===== config.mk =====
export PLATFORM = sky130hd
export DESIGN_NAME = multi_channel_queue
export DESIGN_NICKNAME = d
export VERILOG_FILES = /design/src/rtl/multi_channel_queue.sv
export SDC_FILE = /design/constraint.sdc
export NUM_CORES = 1
export LEC_CHECK = 0
export CAP_MARGIN = 20
export CORE_UTILIZATION = 40
export DETAILED_ROUTE_END_ITERATION = 8
export DONT_BUFFER_PORTS = 1
export SYNTH_ARGS = -nofsm -noshare
export SYNTH_HDL_FRONTEND = slang
export SYNTH_SLANG_ARGS = --single-unit

===== constraint.sdc =====
create_clock -name clk_i -period 9.12 [get_ports clk_i]
set_input_delay 0.456 -clock clk_i [delete_from_list [all_inputs] [get_ports clk_i]]
set_output_delay 0.456 -clock clk_i [all_outputs]
set_load 0.01 [all_outputs]

===== src/rtl/multi_channel_queue.sv =====
// Multi-channel queue: NUM_CH independent circular FIFOs merged onto one
// read port through a round-robin arbiter that holds its grant under backpressure.

module mcq_channel #(
    parameter int DATA_SIZE = 16,
    parameter int DEPTH     = 4,
    parameter int AFULL_TH  = 3,
    parameter int CW        = 3,
    parameter int PW        = 2
) (
    input  logic                 clk_i,
    input  logic                 rstn_i,
    input  logic                 wr_en,
    input  logic [DATA_SIZE-1:0] wr_data,
    input  logic                 rd_en,
    input  logic                 flush,
    output logic [DATA_SIZE-1:0] head,
    output logic [CW-1:0]        count,
    output logic                 full,
    output logic                 empty,
    output logic                 afull
);
    localparam logic [PW-1:0] LAST  = PW'(DEPTH - 1);
    localparam logic [CW-1:0] FULLC = CW'(DEPTH);

    logic [DATA_SIZE-1:0] mem [DEPTH];
    logic [PW-1:0]        wptr;
    logic [PW-1:0]        rptr;
    logic                 wr_ok;
    logic                 rd_ok;

    // Local guards keep the counter from wrapping even if the caller misbehaves.
    assign wr_ok = wr_en & ~full;
    assign rd_ok = rd_en & ~empty;

    always_ff @(posedge clk_i or negedge rstn_i) begin
        if (!rstn_i) begin
            wptr  <= '0;
            rptr  <= '0;
            count <= '0;
            for (int i = 0; i < DEPTH; i++) mem[i] <= '0;
        end else if (flush) begin
            wptr  <= '0;
            rptr  <= '0;
            count <= '0;
        end else begin
            if (wr_ok) begin
                mem[wptr] <= wr_data;
                wptr      <= (wptr == LAST) ? '0 : wptr + PW'(1);
            end
            if (rd_ok) rptr <= (rptr == LAST) ? '0 : rptr + PW'(1);
            case ({wr_ok, rd_ok})
                2'b10:   count <= count + CW'(1);
                2'b01:   count <= count - CW'(1);
                default: count <= count;
            endcase
        end
    end

    assign head  = mem[rptr];
    assign full  = (count == FULLC);
    assign empty = (count == '0);
    assign afull = (count >= CW'(AFULL_TH));
endmodule

module multi_channel_queue #(
    parameter int DATA_SIZE = 16,
    parameter int DEPTH     = 4,
    parameter int NUM_CH    = 4,
    parameter int AFULL_TH  = DEPTH - 1,
    localparam int CW       = $clog2(DEPTH + 1),
    localparam int PW       = $clog2(DEPTH),
    localparam int CHW      = $clog2(NUM_CH)
) (
    input  logic                        clk_i,
    input  logic                        rstn_i,
    input  logic [NUM_CH-1:0]           wr_valid_i,
    output logic [NUM_CH-1:0]           wr_ready_o,
    input  logic [NUM_CH*DATA_SIZE-1:0] wr_data_i,
    output logic                        rd_valid_o,
    input  logic                        rd_ready_i,
    output logic [DATA_SIZE-1:0]        rd_data_o,
    output logic [CHW-1:0]              rd_ch_o,
    input  logic [NUM_CH-1:0]           flush_i,
    output logic [NUM_CH-1:0]           afull_o,
    output logic [NUM_CH*CW-1:0]        count_o
);
    logic [NUM_CH-1:0][DATA_SIZE-1:0] head;
    logic [NUM_CH-1:0][CW-1:0]        cnt;
    logic [NUM_CH-1:0]                full;
    logic [NUM_CH-1:0]                empty;
    logic [NUM_CH-1:0]                wr_en;
    logic [NUM_CH-1:0]                rd_en;
    logic [CHW-1:0]                   last_served;
    logic [CHW-1:0]                   lock_ch;
    logic                             lock_vld;
    logic [CHW-1:0]                   rr_ch;
    logic [CHW-1:0]                   grant;
    logic                             rd_fire;

    assign wr_ready_o = ~full & {NUM_CH{rstn_i}};
    assign wr_en      = wr_valid_i & wr_ready_o & ~flush_i;
    assign rd_valid_o = |(~empty);
    assign rd_fire    = rd_valid_o & rd_ready_i;

    for (genvar c = 0; c < NUM_CH; c++) begin : g_ch
        assign rd_en[c] = rd_fire && (grant == CHW'(c));
        assign count_o[c*CW +: CW] = cnt[c];

        mcq_channel #(
            .DATA_SIZE (DATA_SIZE),
            .DEPTH     (DEPTH),
            .AFULL_TH  (AFULL_TH),
            .CW        (CW),
            .PW        (PW)
        ) u_ch (
            .clk_i   (clk_i),
            .rstn_i  (rstn_i),
            .wr_en   (wr_en[c]),
            .wr_data (wr_data_i[c*DATA_SIZE +: DATA_SIZE]),
            .rd_en   (rd_en[c]),
            .flush   (flush_i[c]),
            .head    (head[c]),
            .count   (cnt[c]),
            .full    (full[c]),
            .empty   (empty[c]),
            .afull   (afull_o[c])
        );
    end

    // Walk downward so the closest non-empty channel after last_served wins.
    always_comb begin
        int idx;
        idx   = 0;
        rr_ch = '0;
        for (int i = NUM_CH; i >= 1; i--) begin
            idx = (int'(last_served) + i) % NUM_CH;
            if (!empty[CHW'(idx)]) rr_ch = CHW'(idx);
        end
    end

    assign grant     = lock_vld ? lock_ch : rr_ch;
    assign rd_ch_o   = grant;
    assign rd_data_o = head[grant];

    // A stalled grant is held; flushing the held channel drops the hold and its read.
    always_ff @(posedge clk_i or negedge rstn_i) begin
        if (!rstn_i) begin
            lock_vld    <= 1'b0;
            lock_ch     <= '0;
            last_served <= CHW'(NUM_CH - 1);
        end else begin
            lock_vld <= rd_valid_o & ~rd_ready_i & ~flush_i[grant];
            lock_ch  <= grant;
            if (rd_fire && !flush_i[grant]) last_served <= grant;
        end
    end
endmodule


Word level (Yosys, flattened, before mapping)
Index checks and enable logic that the tools add are counted.
- output and inout bits: 39
- flip-flop bits (word level): 289
- logic and storage cells: 243
- bits of input ports: 75
- bitwise logic cells: 39
- equal/unequal tests: 23
- $add $sub $neg: 20
- $lt $le $gt $ge: 21
- reduce and logical (&&, ||, !) cells: 32
- multiplexer cells: 77
- operators by type and width (operator ; count):
    $bwmux W64 ; 4
    $mux W16 ; 13
    $bmux W16 S2 ; 5
    $demux W16 S2 ; 4
    $mux W2 ; 29
    $eq A2 B2 Y1 const B ; 14
    $ge A3 B3 Y1 const B ; 8
    $not A2 Y3 ; 8
    $pmux W3 S2 ; 4
    $add A2 B1 Y2 const B ; 10
    $lt A2 B4 Y1 const B ; 4
    $reduce_bool A2 Y1 ; 8
    $not A1 Y1 ; 14
    $add A3 B1 Y3 const B ; 4
    $and A4 B4 Y4 ; 3
    $eq A3 B3 Y1 const B ; 4
    $ge A3 B2 Y1 const B ; 4
    $logic_not A3 Y1 ; 4
    $lt A3 B1 Y1 const B ; 4
    $mux W3 ; 4
    $not A4 Y4 ; 3
    $reduce_bool A3 Y1 ; 4
    $sub A3 B1 Y3 const B ; 4
    $and A1 B1 Y1 ; 11
    other kinds (10) ; 38

Longest topological paths before layout
- depth in word-level cells: 15
- depth in mapped cells: 13
- mapped depth without buffers: 11

Hierarchy
From an unflattened synthesis, not the netlist that was laid out.
- cell total of the unflattened synthesis: 1009
- area, all modules: 15074.5 µm²
- by module, submodules not included (module ; seq. area each (µm²) ; instances ; cells each ; area an instance (µm²)):
    mcq_channel at g_ch[3].u_ch ; 1776.7 ; 1 ; 221 ; 3594.7
    mcq_channel at g_ch[0].u_ch ; 1776.7 ; 1 ; 223 ; 3593.4
    mcq_channel at g_ch[1].u_ch ; 1776.7 ; 1 ; 221 ; 3509.6
    mcq_channel at g_ch[2].u_ch ; 1776.7 ; 1 ; 224 ; 3379.5
    multi_channel_queue ; 127.6 ; 1 ; 120 ; 997.2

Worst setup path after synthesis
OpenSTA, ideal clock, no wires.
- path kind: register to register
- start point: register g_ch[0].u_ch.count[0]
- end point: register g_ch[2].u_ch.count[2]
- setup time: 0.128 ns
- cell stages (with the launch flop): 11
- arrival: 2.985 ns
- slack: 6.007 ns
- data required time: 8.992 ns
- buffers on the path: 2
- clock period less this slack: 3.113 ns
- cell sequence: dfrtp_1 -> nor3_1 -> nand4_1 -> o2111ai_4 -> buf_2 -> buf_1 -> nor3_1 -> fa_1 -> and3_1 -> mux2i_1 -> mux2_1
- longest elaborated chain between the ends: 15
- elaborated cells on any way between the ends: 29
- those cells by class: 3 x eq/ne; 19 x mux; 3 x bitwise; 4 x reduce/logical
- ends and longest elaborated chain (item ; RTL line ; text):
    start: declaration ; 18 ; output logic [CW-1:0] count,
    start signal: assignment ; 53 ; 2'b10: count <= count + CW'(1);
    start signal: assignment ; 54 ; 2'b01: count <= count - CW'(1);
    start signal: assignment ; 55 ; default: count <= count;
    $logic_not A3 Y1 (*) ; 62 ; assign empty = (count == '0);
    $bmux W1 S2 ; 138 ; if (!empty[CHW'(idx)]) rr_ch = CHW'(idx);
    $mux W1 (implied by the code) (2 in series) ; 138 ;
    $mux W2 (4 in series) ; 138 ;
    $mux W2 ; 142 ; assign grant = lock_vld ? lock_ch : rr_ch;
    $eq A2 B2 Y1 ; 107 ; assign rd_en[c] = rd_fire && (grant == CHW'(c));
    $logic_and A1 B1 Y1 (*) ; 107 ;
    $and A1 B1 Y1 (*) ; 34 ; assign rd_ok = rd_en & ~empty;
    $eq A2 B1 Y1 or $eq A2 B2 Y1 (tied branches) ; 52 ; case ({wr_ok, rd_ok})
    $pmux W3 S2 ; 52 ;
    $mux W3 ; 42 ; end else if (flush) begin
    end signal: assignment ; 53 ;
    end signal: assignment ; 54 ;
    end signal: assignment ; 55 ;
    end: declaration ; 18 ;
Mark *: on every way between the ends. The rest lies on a longest branch, timed or not. The select of a mux whose other input is x is not followed.
A chain may end at the register's enable or synchronous reset.

Worst setup path in the final report
- start point: register g_ch[1].u_ch.count[0]
- end point: output port rd_data_o[4]
- longest elaborated chain between the ends: 11
- elaborated cells on any way between the ends: 20
- those cells by class: 19 x mux; 1 x reduce/logical
- ends and longest elaborated chain (item ; RTL line ; text):
    start: declaration ; 18 ;
    start signal: assignment ; 53 ;
    start signal: assignment ; 54 ;
    start signal: assignment ; 55 ;
    $logic_not A3 Y1 (*) ; 62 ;
    $bmux W1 S2 ; 138 ;
    $mux W1 (implied by the code) (2 in series) ; 138 ;
    $mux W2 (3 in series) ; 138 ;
    $mux W2 (*) ; 138 ;
    $mux W2 (*) ; 142 ;
    via rd_ch_o[1] ; 83 ; output logic [CHW-1:0] rd_ch_o,
    $bmux W16 S2 (*) ; 144 ; assign rd_data_o = head[grant];
    $mux W16 (implied by the code) (*) ; 144 ;
    end: declaration ; 82 ; output logic [DATA_SIZE-1:0] rd_data_o,
Mark *: on every way through the listed nets, which the timed path passes. The rest lies on a longest branch. The select of a mux whose other input is x is not followed.

==> flow_summary.json <==
{
  "status": "completed",
  "crit_chain": "or3_4 > a221o_1 > a22oi_4 > nand2_4 > clkinv_2 > nand2_1 > a31oi_1",
  "worstReg2RegEnd": "g_ch[0].u_ch.count[2]",
  "num-fill-cells": 3070,
  "path_class": "flip-flop to primary output",
  "synthDominantCellAreaShare_pct": 51.5,
  "yosys_warnings": 0,
  "skew_ps": 9.59,
  "cp.arrival_ps": 3860,
  "hp-class": "input port to flip-flop",
  "ys_seq_area_share_pct": 51.9,
  "use_met2_pct": 29.2,
  "htreeDepth": 1,
  "cts_setup_buffers": 0,
  "syn2layout_area_growth_pct": 9.49,
  "cts_hold_buf": 6,
  "finalHoldViolations": 0,
  "irDropWorstVdd_mv": 0.158,
  "track_usage_pct": 17.7,
  "first_pass_iters": 4,
  "ctsResizeCount": 0,
  "ys_types": 58,
  "place_area_sq_um": 14200,
  "drive_above_1_share_pct": 39.1,
  "antenna_found_initial": 1,
  "worstHoldStart": "wr_data_i[56]",
  "ys_seq_elements": 289,
  "leakage_nw": 6.76,
  "ioPinCount": 114,
  "worstPathRequired_ps": 8660,
  "via_per_inst": 5.48,
  "gr-usage-met1_pct": 24.3,
  "max_freq_mhz": 232,
  "critPathCapture": "rd_data_o[4]",
  "cts_root_buf": "clkbuf_16",
  "final_area_sq_um": 15300,
  "regArea_sq_um": 7230,
  "synth_flop_cell": "dfrtp_1",
  "drt_iter0_drc": 342,
  "top_usage_layer": "met2",
  "dp_hpwl_mm": 19.9,
  "vias": 7794,
  "cap_violations": 0,
  "min_period_ps": 4320,
  "clk_pin_slew_worst_paths_ps": 60,
  "reg2regPathDepth": 11,
  "syn_area_sq_um": 13900,
  "start_util_pct": 41.2,
  "die_w_um": 189,
  "yosysMostFrequentCell": "dfrtp_1",
  "critPathMaxFanout": 33,
  "synth_edf_count": 0,
  "syn_avg_cell_area_sq_um": 14.3,
  "grt_max_degree": 290,
  "drc": 0,
  "syn-instance-count": 973,
  "relSlewSlack_pct": 33.8,
  "cts_tree": "yes",
  "rows": 67,
  "wl_mm": 30.6,
  "r2r_slack_ps": 4930,
  "synth_nets": 1068,
  "power_mw": 4.49,
  "crit_start": "g_ch[1].u_ch.count[0]",
  "clock_latency_ps": 550,
  "synthTopCellsByCount": "287 x dfrtp_1, 248 x mux2_2, 64 x mux4_2",
  "synth_area_leaders": "dfrtp_1 52%, mux2_2 20%, mux4_2 10%, ha_1 1.4%, nand2_1 1.4%",
  "crit_path_max_incr_delay_ps": 530,
  "setup_viol_count_final": 0,
  "wl_per_cell_um": 21.6,
  "endpoint_kind": "primary output",
  "core_sq_um": 33900,
  "clock_path_buffers": 3,
  "grt_pass1_vias": 8227,
  "rsz0062_at_grt": "false",
  "setup_tns_ps": 0,
  "use_met3_pct": 3.67,
  "grt-ovfl-total": 0,
  "final_util_pct": 45.1,
  "antenna_cells": 0,
  "finalMaxSlewViolations": 0,
  "clkSinkCount": 289,
  "dieArea_sq_um": 35600,
  "globalplace.congestion": 0.755,
  "slowest_stage": "a22oi_4",
  "die_h_um": 189,
  "reg2reg_from": "g_ch[1].u_ch.count[0]",
  "synth_top_cell_by_area": "dfrtp_1",
  "fin_nets": 1050,
  "finalCritPeriodShare_pct": 47.3,
  "p_per_area_nw_per_um2": 294,
  "worst_slew_pin_slew_ps": 992,
  "worst_setup_path_start_kind": "flip-flop",
  "grt_pass1_wl_mm": 49.0,
  "cts_buffers": 31,
  "multi_input_area_sq_um": 6330,
  "async_flop_share_pct": 100,
  "antenna_left": 0,
  "portBuffers": 0
}
layer usage:
| metal | part of all wire [%] | vias to the layer above |
|---|---|---|
| met1 | 45 | 4105 |
| met2 | 48 | 130 |
| li1 | - | 3521 |
| met3 | 5.2 | 38 |
| met5 | 0 | - |
| met4 | 1.6 | 0 |
report_power, final:
part | switching (mW) | leakage, nW | internal, mW | total, mW
Clock | 0.483 | 0.456 | 0.674 | 1.16
Combinational | 0.893 | 2.54 | 0.673 | 1.57
Sequential | 0.179 | 3.77 | 1.59 | 1.77
Total | 1.56 | 6.76 | 2.94 | 4.49
registers in the layout, indices dropped and copies added, names as in the netlist:
signal           count
g_ch.u_ch.count     12
g_ch.u_ch.mem      256
g_ch.u_ch.rptr       8
g_ch.u_ch.wptr       8
last_served          2
lock_ch              2
lock_vld             1
how the worst min path moves through the flow:
stage                                        to  slack [ps]  depth (start not counted)
after floorplan           g_ch[0].u_ch.count[0]         160                          0
after CTS                  g_ch[3].u_ch.mem[56]          10                          1
after global placement     g_ch[3].u_ch.mem[59]         170                          0
after global routing       g_ch[3].u_ch.mem[39]          20                          1
after detailed placement   g_ch[3].u_ch.mem[59]         170                          0
final                      g_ch[3].u_ch.mem[56]          40                          1
cell type report:
cell class              instances  share of cell area (%)
flip-flops and latches        289                    47.4
multi-input cells             605                    41.5
clock buffers                  48                    5.96
well taps                     448                    3.67
repair buffers                 14                    1.05
inverters                      14                   0.353
clock inverters                 3                  0.0984
logic make-up after synthesis:
group / count (synthesis) / share of synthesized area (%)
mux: 337 / 32.3
buf+inv: 79 / 2.70
flops: 289 / 51.9
xor+xnor: 15 / 1.05
simple gates: 162 / 6.11
compound gates: 71 / 3.91
fa+ha+maj: 20 / 2.01
per-stage QoR:
stage                     instances  worst slack [ps]  hold slack [ps]
final                          1421              4800             36.5
after floorplan                 973              6010              160
after detailed placement       1362              4980              172
after global routing           1421              4600             19.1
after global placement         1362              5090              172
after CTS                      1419              4780             11.6
critical path: cells and delay by family (launching register included):
kind / cells / cell delay, ps
buffers and inverters: 1 / 480
DFF: 1 / 510
and+or+nand+nor: 3 / 950
AOI/OAI and AO/OA: 3 / 1340
cells in the final DEF (no fill, tap or decap), types with 4 or more instances in the layout:
| cell type | count |
|---|---|
| nand3_1 | 7 |
| inv_1 | 13 |
| clkbuf_16 | 31 |
| clkbuf_8 | 7 |
| a211oi_1 | 16 |
| xnor2_1 | 10 |
| nand4_1 | 5 |
| nor2_1 | 34 |
| mux2i_1 | 10 |
| dfrtp_1 | 287 |
| clkinv_2 | 4 |
| a21o_1 | 8 |
| nand2_1 | 51 |
| and2_1 | 13 |
| mux2_1 | 15 |
| nor2b_1 | 10 |
| buf_4 | 6 |
| mux2_2 | 248 |
| and3_1 | 19 |
| dlygate4sd3_1 | 6 |
| fa_1 | 4 |
| nor3_1 | 4 |
| a21boi_0 | 4 |
| ha_1 | 16 |
| a21oi_1 | 9 |
| nand2b_1 | 6 |
| clkbuf_1 | 10 |
| mux4_2 | 64 |
| a31oi_1 | 17 |
Power figures use the tool's default switching activity.
